--- config.mk ---
export PLATFORM = sky130hd
export DESIGN_NAME = issue_scoreboard
export DESIGN_NICKNAME = d
export VERILOG_FILES = /design/src/rtl/core_types_pkg.sv /design/src/rtl/issue_scoreboard_entry.sv /design/src/rtl/issue_scoreboard.sv
export SDC_FILE = /design/constraint.sdc
export NUM_CORES = 1
export LEC_CHECK = 0
export ABC_CLOCK_PERIOD_IN_PS = 7210
export BUFFER_PORTS_ARGS = -buffer_cell sky130_fd_sc_hd__buf_2
export CAP_MARGIN = 20
export CORE_MARGIN = 5
export CORE_UTILIZATION = 56
export DETAILED_ROUTE_END_ITERATION = 8
export GPL_ROUTABILITY_DRIVEN = 1
export PLACE_DENSITY_LB_ADDON = 0.1
export SLEW_MARGIN = 20
export SYNTH_ARGS = -nofsm -noshare
export SYNTH_HDL_FRONTEND = slang
export SYNTH_HIERARCHICAL = 1
export SYNTH_SLANG_ARGS = --single-unit
--- constraint.sdc ---
create_clock -name clk -period 7.21 [get_ports clk]
set_input_delay 0.721 -clock clk [delete_from_list [all_inputs] [get_ports clk]]
set_output_delay 0.721 -clock clk [all_outputs]
set_load 0.01 [all_outputs]
--- src/rtl/core_types_pkg.sv ---
// Shared core types for the issue/writeback tracking logic.
package core_types_pkg;

  localparam int unsigned NUM_ARCH_REGS = 32;
  localparam int unsigned SB_CNT_W      = 2;

  typedef logic [4:0]          reg_idx_t;
  typedef logic [SB_CNT_W-1:0] sb_cnt_t;

  typedef struct packed {
    logic     valid;
    reg_idx_t rd;
  } wb_port_t;

endpackage

--- src/rtl/issue_scoreboard_entry.sv ---
// One saturating up/down outstanding-write counter for a single register.
module scoreboard_entry #(
  parameter int unsigned CNT_W = 2
) (
  input  logic             clk,
  input  logic             rst_n,
  input  logic [1:0]       inc,
  input  logic [1:0]       dec,
  input  logic             flush,
  output logic             busy,
  output logic             sat,
  output logic [CNT_W-1:0] cnt_next,
  output logic             ovf_pulse,
  output logic             unf_pulse
);

  localparam logic signed [CNT_W+1:0] MAX_S = (CNT_W+2)'(2**CNT_W - 1);

  logic        [CNT_W-1:0] cnt;
  logic signed [CNT_W+1:0] sum;

  // Net increment/decrement with clamping; flush overrides all events.
  always_comb begin
    sum       = $signed({2'b00, cnt}) + $signed({{CNT_W{1'b0}}, inc})
              - $signed({{CNT_W{1'b0}}, dec});
    cnt_next  = cnt;
    ovf_pulse = 1'b0;
    unf_pulse = 1'b0;
    if (flush) begin
      cnt_next = '0;
    end else if (sum[CNT_W+1]) begin
      cnt_next  = '0;
      unf_pulse = 1'b1;
    end else if (sum > MAX_S) begin
      cnt_next  = '1;
      ovf_pulse = 1'b1;
    end else begin
      cnt_next = sum[CNT_W-1:0];
    end
  end

  // Counter state.
  always_ff @(posedge clk or negedge rst_n) begin
    if (!rst_n) cnt <= '0;
    else        cnt <= cnt_next;
  end

  assign busy = (cnt != '0);
  assign sat  = (cnt == '1);

endmodule

--- src/rtl/issue_scoreboard.sv ---
// Pending-write scoreboard for the dual-issue pipeline: per-register
// outstanding-write counters feeding the hazard unit's RAW checks.
module issue_scoreboard
  import core_types_pkg::*;
#(
  parameter int unsigned NUM_REGS = NUM_ARCH_REGS,
  parameter int unsigned CNT_W    = SB_CNT_W,
  localparam int unsigned TOT_W   = $clog2(NUM_REGS*(2**CNT_W-1)+1)
) (
  input  logic                clk,
  input  logic                rst_n,
  input  logic                iss_a_valid,
  input  logic                iss_a_we,
  input  logic [4:0]          iss_a_rd,
  input  logic                iss_b_valid,
  input  logic                iss_b_we,
  input  logic [4:0]          iss_b_rd,
  input  logic                wb_a_valid,
  input  logic [4:0]          wb_a_rd,
  input  logic                wb_b_valid,
  input  logic [4:0]          wb_b_rd,
  input  logic                flush,
  output logic [NUM_REGS-1:0] scoreboard,
  output logic [NUM_REGS-1:0] sat_mask,
  output logic [TOT_W-1:0]    inflight_cnt,
  output logic                overflow_err,
  output logic                underflow_err
);

  wb_port_t wb_a, wb_b;
  assign wb_a = '{valid: wb_a_valid, rd: wb_a_rd};
  assign wb_b = '{valid: wb_b_valid, rd: wb_b_rd};

  logic [NUM_REGS-1:0] busy_vec, sat_vec, ovf_vec, unf_vec;
  logic [CNT_W-1:0]    cnt_next_arr [NUM_REGS];
  logic [TOT_W-1:0]    total_next;

  // x0 is never tracked.
  assign busy_vec[0]     = 1'b0;
  assign sat_vec[0]      = 1'b0;
  assign ovf_vec[0]      = 1'b0;
  assign unf_vec[0]      = 1'b0;
  assign cnt_next_arr[0] = '0;

  for (genvar r = 1; r < NUM_REGS; r++) begin : g_entry
    logic hit_a, hit_b, ret_a, ret_b;
    assign hit_a = iss_a_valid & iss_a_we & (iss_a_rd == reg_idx_t'(r));
    assign hit_b = iss_b_valid & iss_b_we & (iss_b_rd == reg_idx_t'(r));
    assign ret_a = wb_a.valid & (wb_a.rd == reg_idx_t'(r));
    assign ret_b = wb_b.valid & (wb_b.rd == reg_idx_t'(r));

    scoreboard_entry #(.CNT_W(CNT_W)) u_entry (
      .clk       (clk),
      .rst_n     (rst_n),
      .inc       ({1'b0, hit_a} + {1'b0, hit_b}),
      .dec       ({1'b0, ret_a} + {1'b0, ret_b}),
      .flush     (flush),
      .busy      (busy_vec[r]),
      .sat       (sat_vec[r]),
      .cnt_next  (cnt_next_arr[r]),
      .ovf_pulse (ovf_vec[r]),
      .unf_pulse (unf_vec[r])
    );
  end

  // Population count of next-state counters, so the registered total
  // lines up with the registered scoreboard bits.
  always_comb begin
    total_next = '0;
    for (int unsigned i = 0; i < NUM_REGS; i++)
      total_next = total_next + TOT_W'(cnt_next_arr[i]);
  end

  // Registered total and sticky error flags.
  always_ff @(posedge clk or negedge rst_n) begin
    if (!rst_n) begin
      inflight_cnt  <= '0;
      overflow_err  <= 1'b0;
      underflow_err <= 1'b0;
    end else begin
      inflight_cnt  <= total_next;
      overflow_err  <= overflow_err  | (|ovf_vec);
      underflow_err <= underflow_err | (|unf_vec);
    end
  end

  assign scoreboard = busy_vec;
  assign sat_mask   = sat_vec;

endmodule

* After elaboration in Yosys (flattened, before gate mapping)
Cells that the tools add are included.
** Storage, ports and cells
- Output and inout bits :: 73
- Input port bits :: 29
- Logic and storage cells :: 783
- Register bits :: 71
** Cells by class
- Equal/unequal tests :: 155
- Reductions and logical operators :: 33
- Bitwise gates (word level) :: 128
- $lt $le $gt $ge :: 31
- Add/subtract/negate cells :: 154
- Mux-type cells :: 248
** Operators with widths (number)
- equality test 5 bit (second input constant) :: 64
- 2-to-1 mux 2 bit :: 93
- adder 7 x 2 -> 7 bit :: 25
- equality test 5 x 4 -> 1 bit (second input constant) :: 32
- 2-to-1 mux 1 bit :: 155
- bitwise AND 1 bit :: 126
- adder 1 x 1 -> 2 bit :: 62
- greater-than comparator 4 x 3 -> 1 bit (second input constant) :: 31
- subtractor 4 x 3 -> 4 bit :: 31
- adder 2 x 2 -> 3 bit :: 32
- equality test 5 x 3 -> 1 bit (second input constant) :: 16
- equality test 2 bit (second input constant) :: 31
- nonzero test 2 bit :: 31
- OR reduction 31 bit :: 2
- equality test 5 x 2 -> 1 bit (second input constant) :: 8
- equality test 5 x 1 -> 1 bit (second input constant) :: 4
- adder 6 x 2 -> 7 bit :: 1
- adder 5 x 2 -> 6 bit :: 1
- adder 4 x 2 -> 5 bit :: 1
- adder 3 x 2 -> 4 bit :: 1
- bitwise OR 1 bit :: 2

* Longest topological paths before layout
- Depth after elaboration :: 39
- Depth in mapped cells :: 28
- Gate-level depth less buffers :: 28

* Hierarchy
Netlist, hierarchy kept.
** By module, submodules not included
- scoreboard_entry :: area an instance 220.2 um^2, seq. area each 50.0 um^2, cells each 24, instances 31
- issue_scoreboard :: area an instance 3753.6 um^2, seq. area each 225.2 um^2, cells each 470, instances 1

* Worst setup path after synthesis
No wires, ideal clock.
- Kind :: input port to flip-flop
- Start :: in iss_a_rd[3]
- End :: reg inflight_cnt[5]
- Slack :: -0.558 ns
- Required time :: 7.130 ns
- Arrival :: 7.688 ns
- Setup time :: 0.080 ns
- Stages :: 26
- Buffers on the path :: 0
- Path through :: and3b_1 > nand3_1 > nor2_1 > ha_1 > inv_1 > fa_1 > inv_1 > fa_1 > xnor2_1 > a221oi_1 > inv_1 > fa_1 > fa_1 > inv_1 > fa_1 > fa_1 > fa_1 > fa_1 > inv_1 > fa_1 > inv_1 > ha_1 > fa_1 > a21o_1 > a21oi_1 > xnor2_1
** RTL lines
- from (decl) :: line issue_scoreboard.sv:14 : input logic [4:0] iss_a_rd,
- to (signal assigned) :: line issue_scoreboard.sv:81 : inflight_cnt <= total_next;
- to (decl) :: line issue_scoreboard.sv:25 : output logic [TOT_W-1:0] inflight_cnt,

==> run metrics <==
status=complete, but fails checks; failing checks=negative setup slack; share of layout cells above drive strength 1=0.4330; die area=21,740 sq um; Max Clock Freq=132.7 MHz; wire length per cell=18.53 um; hold buffers post-CTS=0; Antenna Nets Post-Route=0; Clk Latency, worst-skew pair=360 ps; final RePlAce weighted congestion=0.9167; FF+latch count, synth=71; initial antenna violation count=3; vias per cell=5.406; GR Overflow Total=0; clock buffer depth=2; Slew @ Worst Pin=818.4 ps; port bufs=99; Setup violations, final=5; Cell Rows=50; most frequent cell after synthesis=inv_1; Clock Skew=7.849 ps; syn_area_per_cell=8.715 sq um; Rel. slew slack=0.4544; share of the synthesized area in the top cell type=0.2252; Clock transition at path regs=70 ps; cell taking the most area after synthesis=fa_1; via count=9,699; Die W=147.5 um; Global Route Usage Sum=0.3102; FF-to-FF End=inflight_cnt[5]$_DFF_PN0_; Gate Count Post-Synth=1,214; H-tree depth=3; ys flop type=dfrtp_1; Setup crit end kind=flop; sequential element share of the synthesized area=0.1679; Remaining DRCs=0; nets=1,869; Worst EP required=7490 ps; Async SR Flop Fraction=1.000; initial DRC count=616; final hold vios=0; io pins=102; Std-Cell Core Area=18,640 sq um; total wire length=33,240 um; WP data arrival=7810 ps; Area Overhead vs Synth=39.17%; FF-to-FF path depth=22; RSZ-0062 raised after global routing=true; Worst setup SP type=input port; total CTS buffers=9; Mapped Area=10,580 sq um; synth cell count leaders=273 x inv_1, 167 x ha_1, 161 x nor2_1; Die Span Y=147.5 um; top cells by area, synth=fa_1 23%, ha_1 20%, dfrtp_1 17%; Setup Crit Path Kind=input port to flop; Initial Util=0.5675; reg-to-reg slack, setup=500 ps; total clock sinks=71; vias in the first global route=10,224; minimum hold slack=411.6 ps; CTS tree=built; min cycle time layout=7534 ps; synth unique cells=33; maximum number of pins on one net before global-route repair=72; reg2reg start=g_entry[28].u_entry/cnt[1]$_DFF_PN0_; DRT Pass-1 Iters=5; crit share post-route=1.045; DP HPWL=26,710 um; Min-Delay Path Class=input port to asynchronous set/reset pin; first-pass GRT wire length=52,600 um; worst setup margin=-324.1 ps; synth warn=6; Post-synth EDFFs=0; fin. max-slew vios=0; CP max FO=4; Root Driver=clkbuf_16; # Max-Cap Violations=0
-- stage by stage --
stage	TNS, ps	std cells	setup WS, ps	util	area (sq um)
2_1_floorplan	-16.80	1215	-16.80	-	11250
3_3_place_gp	-3072	1753	-697.9	0.7309	13630
3_5_place_dp	-3658	1753	-806.6	0.7309	13630
4_1_cts	-863.3	1785	-292.8	0.7783	14510
5_1_grt	-2229	1794	-568.6	0.7898	14720
6_report	-1081	1794	-324.1	0.7898	14720
-- cell type report --
cell class / count / area (sq um)
Sequential cell: 71 / 1777
Fill cell: 1240 / 3919
Clock buffer: 9 / 225.2
Multi-Input combinational cell: 795 / 8642
Clock inverter: 7 / 95.09
Timing Repair Buffer: 342 / 2432
Inverter: 335 / 1257
Tap cell: 234 / 292.8
Antenna cell: 1 / 2.502
-- per-layer routing --
layer	part of all wire	vias to the layer above	track usage
met1	0.41	4679	0.4027
li1	-	4538	-
met5	0.00078	-	0
met2	0.47	383	0.5101
met4	0.044	4	0.1277
met3	0.077	95	0.06346
-- sequential cells by signal (all words and copies together), names as in the netlist --
register             flops
g_entry.u_entry/cnt     62
inflight_cnt             7
overflow_err             1
underflow_err            1
-- worst max path at each step --
stage | startpoint | end | slack (ps) | cells past startpoint
finish | iss_b_rd[0] | inflight_cnt[5]$_DFF_PN0_ | -320 | 27
global route | wb_b_rd[4] | inflight_cnt[5]$_DFF_PN0_ | -570 | 28
CTS | iss_b_rd[3] | inflight_cnt[5]$_DFF_PN0_ | -290 | 27
detailed placement | wb_b_rd[4] | inflight_cnt[5]$_DFF_PN0_ | -810 | 28
global placement | iss_b_rd[0] | inflight_cnt[5]$_DFF_PN0_ | -700 | 27
floorplan | wb_b_rd[0] | inflight_cnt[5]$_DFF_PN0_ | -20 | 26
-- kinds of logic (layout without fill, tap and decap cells) --
group	count (synthesis)	in the layout	share of synthesized area
muxes	1	1	0.0009461
adders and majority gates	286	286	0.4227
other	1	3	0.0003544
buffers and inverters	349	693	0.1245
AOI/OAI and AO/OA	99	99	0.07699
and+or+nand+nor	370	370	0.1760
DFF	71	71	0.1679
xor gates and xnor gates	37	37	0.03063
-- layout by cell type, fill, tap and decap left out, types with 3 or more instances in the layout --
master,Yosys,final
buf_12,0,4
dfrtp_1,71,71
ha_1,167,149
nor4_1,14,14
nor2_4,0,5
a221oi_1,62,18
or2_4,0,3
clkbuf_16,0,9
and3b_1,33,31
xnor2_2,0,21
nand3_4,0,8
nor2_1,161,131
fa_1,119,90
nand4_1,6,6
xnor2_4,0,3
fa_2,0,29
buf_2,0,92
ha_4,0,4
inv_1,273,249
nand3_2,0,3
nand2b_4,0,4
a221oi_4,0,12
nand2_2,0,14
nor2_2,0,25
a211oi_1,31,31
buf_6,0,12
nand2_1,84,66
ha_2,0,14
nor2b_2,31,37
inv_2,62,86
xnor2_1,35,11
nand2b_1,8,4
nand2_4,0,4
buf_4,2,234
a221oi_2,0,32
-- worst max-delay path: stages --
cell      delay, ps
buf_2           130
or2_4           290
buf_6           140
nor2_2           70
ha_2            200
inv_1            60
fa_1            490
inv_2            50
fa_2            510
inv_1            50
a221oi_2        300
inv_1           110
fa_1            590
inv_2            50
fa_1            460
fa_1            520
fa_2            600
fa_2            440
fa_1            480
inv_1            50
fa_1            490
inv_1            50
ha_2            190
fa_2            340
a21o_1          170
a21oi_2         130
xnor2_1         120
-- timing repair --
item	CTS	global route
hold endpoints to repair	0	0
buffers inserted	16	9
setup endpoints to repair	5	5
gates resized for setup	100	37
pin swaps	39	26
Power is left out: the tool's default activity adds up to more than one toggle a clock period on the data nets, which glitch-free logic cannot reach.
